`src/rtl/timer_bank.sv`:
```
// timer_bank: NCH independent timeout/period counters driven by one shared
// free-running prescaler strobe, with sticky expiry flags, tick pulses and an irq.
module timer_bank #(
  parameter int NCH = 4,
  parameter int CW  = 32,
  parameter int PW  = 16
) (
  input  logic              clk_i,
  input  logic              rstn_i,
  input  logic [PW-1:0]     prescale_i,
  input  logic [NCH-1:0]    enable_i,
  input  logic [NCH-1:0]    clear_i,
  input  logic [NCH-1:0]    mode_i,
  input  logic [NCH*CW-1:0] limit_i,
  output logic [NCH*CW-1:0] count_o,
  output logic [NCH-1:0]    flag_o,
  output logic [NCH-1:0]    tick_o,
  output logic              irq_o
);

  logic [PW-1:0]           pcnt;
  logic                    stb;
  logic [NCH-1:0][CW-1:0]  count_q;
  logic [NCH-1:0][CW-1:0]  count_n;
  logic [NCH-1:0]          flag_q;
  logic [NCH-1:0]          flag_n;
  logic [NCH-1:0]          tick_q;
  logic [NCH-1:0]          tick_n;
  logic                    irq_q;
  logic [CW-1:0]           lim;

  // Using >= lets a prescale value lowered below pcnt strobe immediately.
  assign stb = (pcnt >= prescale_i);

  always_ff @(posedge clk_i) begin
    if (!rstn_i) begin
      pcnt <= '0;
    end else if (stb) begin
      pcnt <= '0;
    end else begin
      pcnt <= pcnt + 1'b1;
    end
  end

  always_comb begin
    count_n = count_q;
    flag_n  = flag_q;
    tick_n  = '0;
    lim     = '0;
    for (int k = 0; k < NCH; k++) begin
      lim = limit_i[k*CW +: CW];
      if (clear_i[k]) begin
        count_n[k] = '0;
        flag_n[k]  = 1'b0;
      end else if (enable_i[k] && stb) begin
        if (count_q[k] < lim) begin
          count_n[k] = count_q[k] + 1'b1;
        end else if (mode_i[k]) begin
          count_n[k] = '0;
          flag_n[k]  = 1'b1;
          tick_n[k]  = 1'b1;
        end else begin
          // One-shot parks at the limit and only pulses on the first expiry.
          flag_n[k]  = 1'b1;
          tick_n[k]  = ~flag_q[k];
        end
      end
    end
  end

  always_ff @(posedge clk_i) begin
    if (!rstn_i) begin
      count_q <= '0;
      flag_q  <= '0;
      tick_q  <= '0;
      irq_q   <= 1'b0;
    end else begin
      count_q <= count_n;
      flag_q  <= flag_n;
      tick_q  <= tick_n;
      irq_q   <= |flag_n;
    end
  end

  assign count_o = count_q;
  assign flag_o  = flag_q;
  assign tick_o  = tick_q;
  assign irq_o   = irq_q;

endmodule

```
`config.mk`:
```
export PLATFORM = sky130hd
export DESIGN_NAME = timer_bank
export DESIGN_NICKNAME = d
export VERILOG_FILES = /design/src/rtl/timer_bank.sv
export SDC_FILE = /design/constraint.sdc
export NUM_CORES = 1
export LEC_CHECK = 0
export CAP_MARGIN = 20
export CORE_MARGIN = 5
export CORE_UTILIZATION = 50
export DETAILED_ROUTE_END_ITERATION = 10
export PLACE_DENSITY_LB_ADDON = 0.2
export SYNTH_ARGS = -nofsm -noshare
export SYNTH_HDL_FRONTEND = slang
export SYNTH_SLANG_ARGS = --single-unit
```
`constraint.sdc`:
```
create_clock -name clk_i -period 3.8 [get_ports clk_i]
set_input_delay 0.38 -clock clk_i [delete_from_list [all_inputs] [get_ports clk_i]]
set_output_delay 0.38 -clock clk_i [all_outputs]
set_load 0.02 [all_outputs]
```
==> impl_metrics.json, run 1 <==
{
  "seq_area_frac_synth_pct": 28.2,
  "setup_viol": 0,
  "first_iter_violations": 608,
  "clkLatencyLatePin_ns": 0.43,
  "grtUsageTotal_pct": 24.4,
  "mostFrequentLayoutCell": "clkdlybuf4s50_1",
  "die_w_microns": 157,
  "cts_hold_buf": 0,
  "crit_type": "input pin to register",
  "p_per_area_mw_per_mm2": 249,
  "synth.top_cell.area_share_pct": 28.2,
  "critical_path_required_ns": 4.15,
  "antenna_cells": 0,
  "areaGrowthSynthToFinish_pct": 37.0,
  "irDropWorstVdd_mv": 0.268,
  "place_hpwl_mm": 24.2,
  "synth_cell_types": 52,
  "numPortBuffers": 294,
  "max_freq_ghz": 0.305,
  "rsz0062_at_grt": "false",
  "status": "complete, no violations",
  "nets": 1965,
  "gp_congestion": 0.915,
  "synth_flop_cell": "dfxtp_1",
  "dr.pass1.iters": 5,
  "cts_root_buf": "clkbuf_16",
  "crit_slowest_cell": "or3_1",
  "yosysWarnings": 0,
  "ys_ff_latch": 153,
  "final_cell_mix": "clkdlybuf4s50_1, inv_1, dfxtp_1",
  "r2r_start": "pcnt[13]$_SDFF_PP0_",
  "worstSetupStartpoint": "prescale_i[13]",
  "io_pins": 295,
  "hold_slack_ns": 0.477,
  "syn_area_sq_mm": 0.0109,
  "gr-total-overflow": 0,
  "core.rowCount": 54,
  "crit_chain": "clkdlybuf4s50_1 > inv_1 > ha_1 > nand4_1 > or4_1 > o211ai_2 > nand2_1 > or3_1 > buf_4 > or3_1 > a21oi_1",
  "hold_viol_final": 0,
  "post-cts-setup-buffers": 0,
  "wl_mm": 31.2,
  "viasPerCell": 5.56,
  "syn_nets": 1669,
  "core-area_sq_mm": 0.0216,
  "netlist_instances": 1366,
  "ctsLongestPathBuffers": 2,
  "dieArea_sq_mm": 0.0248,
  "drcViolationCount": 0,
  "synth_top_area_cell": "dfxtp_1",
  "cap_violations": 0,
  "drv_slew": 0,
  "yosys-top-cells-area": "dfxtp_1, ha_1, xnor2_1",
  "grt_pass1_wl_mm": 50.2,
  "cts_tree": "yes",
  "grt_max_degree": 31,
  "path_common_cell": "or3_1",
  "area.sequential_sq_mm": 0.00306,
  "cpPeakStageDelay_ns": 0.59,
  "antenna_found_initial": 2,
  "endpoint_kind": "register",
  "crit_family": "simple AND/OR/NAND/NOR gates",
  "cts.reportedPaths.clkPinSlew_ns": 0.06,
  "min_from": "flag_o[0]$_SDFF_PN0_",
  "multi_input_area_sq_mm": 0.00704,
  "period_needed_ns": 3.28,
  "postRouteAntennaNets": 0,
  "leakage_nw": 5.97,
  "cp-start-kind": "input pin",
  "crit_buf_inv": 3,
  "drive_above_1_share_pct": 5.01,
  "cts_inserted_buffers": 17,
  "tightest_slew_ns": 0.743,
  "cp.arrival_ns": 3.63,
  "start_util_pct": 50.2,
  "cts_sinks": 153,
  "period_share_pct": 86.3,
  "cts.repair.resized": 0,
  "synth_edf_count": 0,
  "avgSynthCellArea_sq_um": 7.95,
  "fillCellCount": 1820,
  "path_max_fanout": 15,
  "async_flop_share_pct": 0,
  "finalSetupTns_ns": 0,
  "wl_per_cell_microns": 16.0,
  "relSlewSlack_pct": 50.0,
  "num_vias": 10900,
  "die_h_microns": 157,
  "grt_pass1_vias": 10400,
  "fin_skew_ns": 0.0157,
  "hold_class": "register to register",
  "htree_levels": 4
}
==> logic make-up (layout without fill, tap and decap cells) <==
| family | after synthesis | after routing | share of synthesized area, % |
|---|---|---|---|
| xor+xnor | 105 | 105 | 8.47 |
| buf+inv | 207 | 516 | 7.23 |
| fa+ha+maj | 145 | 145 | 16.7 |
| flops | 153 | 153 | 28.2 |
| compound gates | 200 | 200 | 11.5 |
| simple gates | 556 | 556 | 27.9 |
==> final timing paths <==
| kind | end | slack (ns) | depth (start not counted) |
|---|---|---|---|
| worst min-delay path | tick_o[0]$_SDFF_PP0_ | 0.48 | 1 |
| worst max register to register | count_o[108]$_SDFFE_PP0P_ | 0.60 | 9 |
| worst max-delay path | count_o[108]$_SDFFE_PP0P_ | 0.52 | 11 |
| worst min register to register | tick_o[0]$_SDFF_PP0_ | 0.48 | 1 |
==> state kept, by name, indices dropped and copies added (netlist names) <==
| register | count |
|---|---|
| tick_o | 4 |
| flag_o | 4 |
| irq_o | 1 |
| count_o | 128 |
| pcnt | 16 |
==> layout make-up <==
type / count / share of cell area [%]
Clock buffer: 20 / 3.00
Clock inverter: 12 / 1.11
Inverter: 162 / 4.09
Multi-Input combinational cell: 1006 / 47.4
Sequential cell: 153 / 20.6
Tap cell: 280 / 2.36
Timing Repair Buffer: 322 / 21.5
==> cell usage after synthesis (4+ instances only) <==
cell type,instances
inv_1,162
dfxtp_1,153
ha_1,145
nor2_1,138
xnor2_1,97
a21oi_1,74
nand2_1,74
nand3_1,65
nand4_1,58
o21ai_0,47
nor4_1,46
clkbuf_1,36
nor3_1,30
and3_1,27
or3_1,22
a21o_1,20
and4_1,15
and2_1,13
o31ai_1,13
nand2b_1,12
nor3b_1,12
nor4_2,12
or4_1,12
xor2_1,8
a221oi_1,7
nor4b_1,6
a211oi_1,5
buf_1,5
nor2b_1,5
o21a_1,5
a32oi_1,4
nor4b_2,4
==> power by group <==
| group | switching (mW) | internal, mW | total (mW) |
|---|---|---|---|
| clock network | 0.696 | 1.06 | 1.76 |
| registers | 0.00356 | 1.61 | 1.61 |
| logic | 0.131 | 0.202 | 0.333 |
==> metrics by stage <==
step | cells | cell area (sq um) | total power [mW] | setup WS, ns | util (%)
5_1_grt | 1955 | 14900 | 3.84 | 0.374 | 68.8
6_report | 1955 | 14900 | 3.70 | 0.522 | 68.8
3_5_place_dp | 1923 | 14300 | 1.98 | 0.125 | 65.9
2_1_floorplan | 1366 | 10900 | 1.77 | 0.832 | -
3_3_place_gp | 1923 | 14300 | 1.97 | 0.201 | 65.9
4_1_cts | 1955 | 14900 | 3.73 | 0.556 | 68.8
==> routing by layer <==
metal | vias up | wire length (microns) | track usage [%]
met3 | 35 | 1940 | 5.42
li1 | 5440 | - | -
met4 | 4 | 444 | 6.60
met1 | 5059 | 13700 | 31.1
met2 | 325 | 15100 | 41.8
met5 | - | 26 | 0
Power figures use the tool's default switching activity.
==> inputs of run 2 (changes only) <==
--- a/config.mk
+++ b/config.mk
@@ -7,7 +7,7 @@
 export LEC_CHECK = 0
 export CAP_MARGIN = 20
 export CORE_MARGIN = 5
-export CORE_UTILIZATION = 50
+export CORE_UTILIZATION = 45
 export DETAILED_ROUTE_END_ITERATION = 10
 export PLACE_DENSITY_LB_ADDON = 0.2
 export SYNTH_ARGS = -nofsm -noshare
==> constraint.sdc (replaced) <==
create_clock -name clk_i -period 2.6 [get_ports clk_i]
set_input_delay 0.26 -clock clk_i [delete_from_list [all_inputs] [get_ports clk_i]]
set_output_delay 0.26 -clock clk_i [all_outputs]
set_load 0.02 [all_outputs]
==> run 2 against run 1 <==
The run now ends with negative setup slack left; global-route usage grew 3.9 points; combinational power rose by 100%; register-to-register slack worse by 0.96 ns; routed wire length is 49% higher.
==> impl_metrics.json, run 2 (synthesized netlist as in run 1, its figures left out) <==
{
  "cp.arrival_ns": 3.33,
  "drive_above_1_share_pct": 29.2,
  "final_core_util_pct": 81.4,
  "start_util_pct": 46.0,
  "wl_mm": 46.6,
  "setup_viol": 125,
  "leakage_nw": 7.75,
  "design_area_sq_mm": 0.0192,
  "status": "complete, but fails checks",
  "irDropWorstVdd_mv": 0.333,
  "num_vias": 13300,
  "core.rowCount": 56,
  "largest_reg_flops": 128,
  "endpoint_kind": "register",
  "first_iter_violations": 1381,
  "clkLatencyLatePin_ns": 0.44,
  "finalWorstSetupSlack_ns": -0.377,
  "finalSetupTns_ns": -27.48,
  "cts.reportedPaths.clkPinSlew_ns": 0.07,
  "gr-total-overflow": 0,
  "dpl-instance-area_sq_mm": 0.0160,
  "core-area_sq_mm": 0.0236,
  "htree_levels": 4,
  "pre_cts_ws_ns": -0.857,
  "period_share_pct": 115,
  "wl_per_cell_microns": 20.6,
  "path_max_fanout": 6,
  "dr.pass1.iters": 8,
  "die_h_microns": 165,
  "holdPathEnd": "tick_o[0]$_SDFF_PP0_",
  "hold_slack_ns": 0.480,
  "drcViolationCount": 0,
  "areaGrowthSynthToFinish_pct": 77.1,
  "min_from": "flag_o[0]$_SDFF_PN0_",
  "antenna_found_initial": 1,
  "min_path_cells": 1,
  "final_cell_mix": "clkdlybuf4s50_1, buf_4, inv_1",
  "viasPerCell": 5.89,
  "fin_skew_ns": 0.0182,
  "crit_type": "input pin to register",
  "cts_sinks": 153,
  "ctsLongestPathBuffers": 2,
  "dieArea_sq_mm": 0.0273,
  "r2r_setup_slack_ns": -0.36,
  "failed_checks": "negative setup slack",
  "die_w_microns": 165,
  "cts_inserted_buffers": 17,
  "relSlewSlack_pct": 48.6,
  "postRouteAntennaNets": 0,
  "cts_hold_buf": 0,
  "drv_slew": 0,
  "grt_pass1_wl_mm": 62.9,
  "cap_violations": 0,
  "numPortBuffers": 294,
  "r2r_end": "count_o[46]$_SDFFE_PP0P_",
  "io_pins": 295,
  "p_per_area_mw_per_mm2": 293,
  "grtUsageTotal_pct": 28.3,
  "rsz0062_at_grt": "true",
  "tightest_slew_ns": 0.768,
  "grt_pass1_vias": 12800,
  "max_freq_ghz": 0.336,
  "hold_class": "register to register",
  "cp-start-kind": "input pin",
  "gp_congestion": 0.892,
  "mostFrequentLayoutCell": "clkdlybuf4s50_1",
  "nets": 2236,
  "cts_tree": "yes",
  "grt_max_degree": 31,
  "critical_path_required_ns": 2.95,
  "r2r_start": "pcnt[14]$_SDFF_PP0_",
  "period_needed_ns": 2.98,
  "hold_viol_final": 0,
  "rr_worst_depth": 16,
  "cts_root_buf": "clkbuf_16",
  "place_hpwl_mm": 27.5
}
## run 2: changes by cell type in the layout (fill, tap and decap cells not counted), moves of 20 or more
cell	before	now
buf_4	25	220
dfxtp_1	153	115
nor4_1	46	9
buf_6	0	36
nor4_4	0	31
dfxtp_2	0	29
a21oi_1	74	54
## run 2: critical path, stage by stage
cell and delay [ns]:
clkdlybuf4s50_1 0.48, inv_1 0.08, ha_4 0.29, nand4_1 0.17, buf_4 0.19, buf_4 0.12
buf_4 0.12, nor2_2 0.09, nand2_1 0.08, o211ai_4 0.13, buf_6 0.15, buf_6 0.12
nand2_8 0.07, buf_12 0.15, buf_16 0.15, nor4_4 0.27, xnor2_1 0.17, nor2_2 0.21
## run 2: repair_timing
action,in CTS,in global routing
pin swaps,71,96
setup buffers,32,34
resized for setup,150,182
setup endpoints to repair,125,133
cloned,15,9
## run 2: how the worst max path moves through the flow
stage                                 to  slack [ns]  cells after the start                      start
3_5_place_dp    count_o[37]$_SDFFE_PP0P_       -0.86                     12                limit_i[59]
2_1_floorplan  count_o[101]$_SDFFE_PP0P_       -0.09                     11  count_o[121]$_SDFFE_PP0P_
6_report        count_o[46]$_SDFFE_PP0P_       -0.38                     18             prescale_i[15]
4_1_cts         count_o[22]$_SDFFE_PP0P_       -0.21                     10        pcnt[10]$_SDFF_PP0_
3_3_place_gp    count_o[16]$_SDFFE_PP0P_       -0.80                     11              prescale_i[9]
5_1_grt         count_o[46]$_SDFFE_PP0P_       -0.43                     18             prescale_i[14]
## run 2: per-stage QoR
stage / total power, mW / cells
CTS: 5.55 / 2229
global placement: 2.91 / 2151
finish: 5.64 / 2266
detailed placement: 2.93 / 2151
floorplan: 2.59 / 1366
global route: 5.78 / 2265
## run 2: layout make-up
class / count / area (sq um)
well taps: 319 / 399
repair buffers: 590 / 5880
clock buffers: 22 / 487
flip-flops and latches: 153 / 3130
inverters: 162 / 608
fillers: 1322 / 4380
clock inverters: 9 / 110
multi-input cells: 1009 / 8610
diodes: 2 / 5.00
## run 2: power breakdown
| part | internal [mW] | switching (mW) | total, mW |
|---|---|---|---|
| combinational | 0.396 | 0.281 | 0.677 |
| sequential | 2.34 | 0.00331 | 2.34 |
| clock | 1.53 | 1.09 | 2.62 |
## run 2: metal layers
layer / share of wire [%] / global-route usage, % / vias to the layer above / wire, microns
li1: - / - / 5997 / -
met1: 37 / 33.8 / 6244 / 17300
met2: 49 / 49.1 / 854 / 22700
met3: 8.5 / 5.63 / 245 / 3950
met4: 5.7 / 12.9 / 0 / 2640
met5: 0 / 0 / - / 0
==> inputs of run 3 (changes only) <==
--- a/config.mk
+++ b/config.mk
@@ -5,11 +5,13 @@
 export SDC_FILE = /design/constraint.sdc
 export NUM_CORES = 1
 export LEC_CHECK = 0
+export ABC_CLOCK_PERIOD_IN_PS = 2600
 export CAP_MARGIN = 20
 export CORE_MARGIN = 5
 export CORE_UTILIZATION = 45
 export DETAILED_ROUTE_END_ITERATION = 10
 export PLACE_DENSITY_LB_ADDON = 0.2
+export SLEW_MARGIN = 10
 export SYNTH_ARGS = -nofsm -noshare
 export SYNTH_HDL_FRONTEND = slang
 export SYNTH_SLANG_ARGS = --single-unit
==> results of run 3 <==
Same layout as run 2: the final DEF is identical, and so are final timing and power.
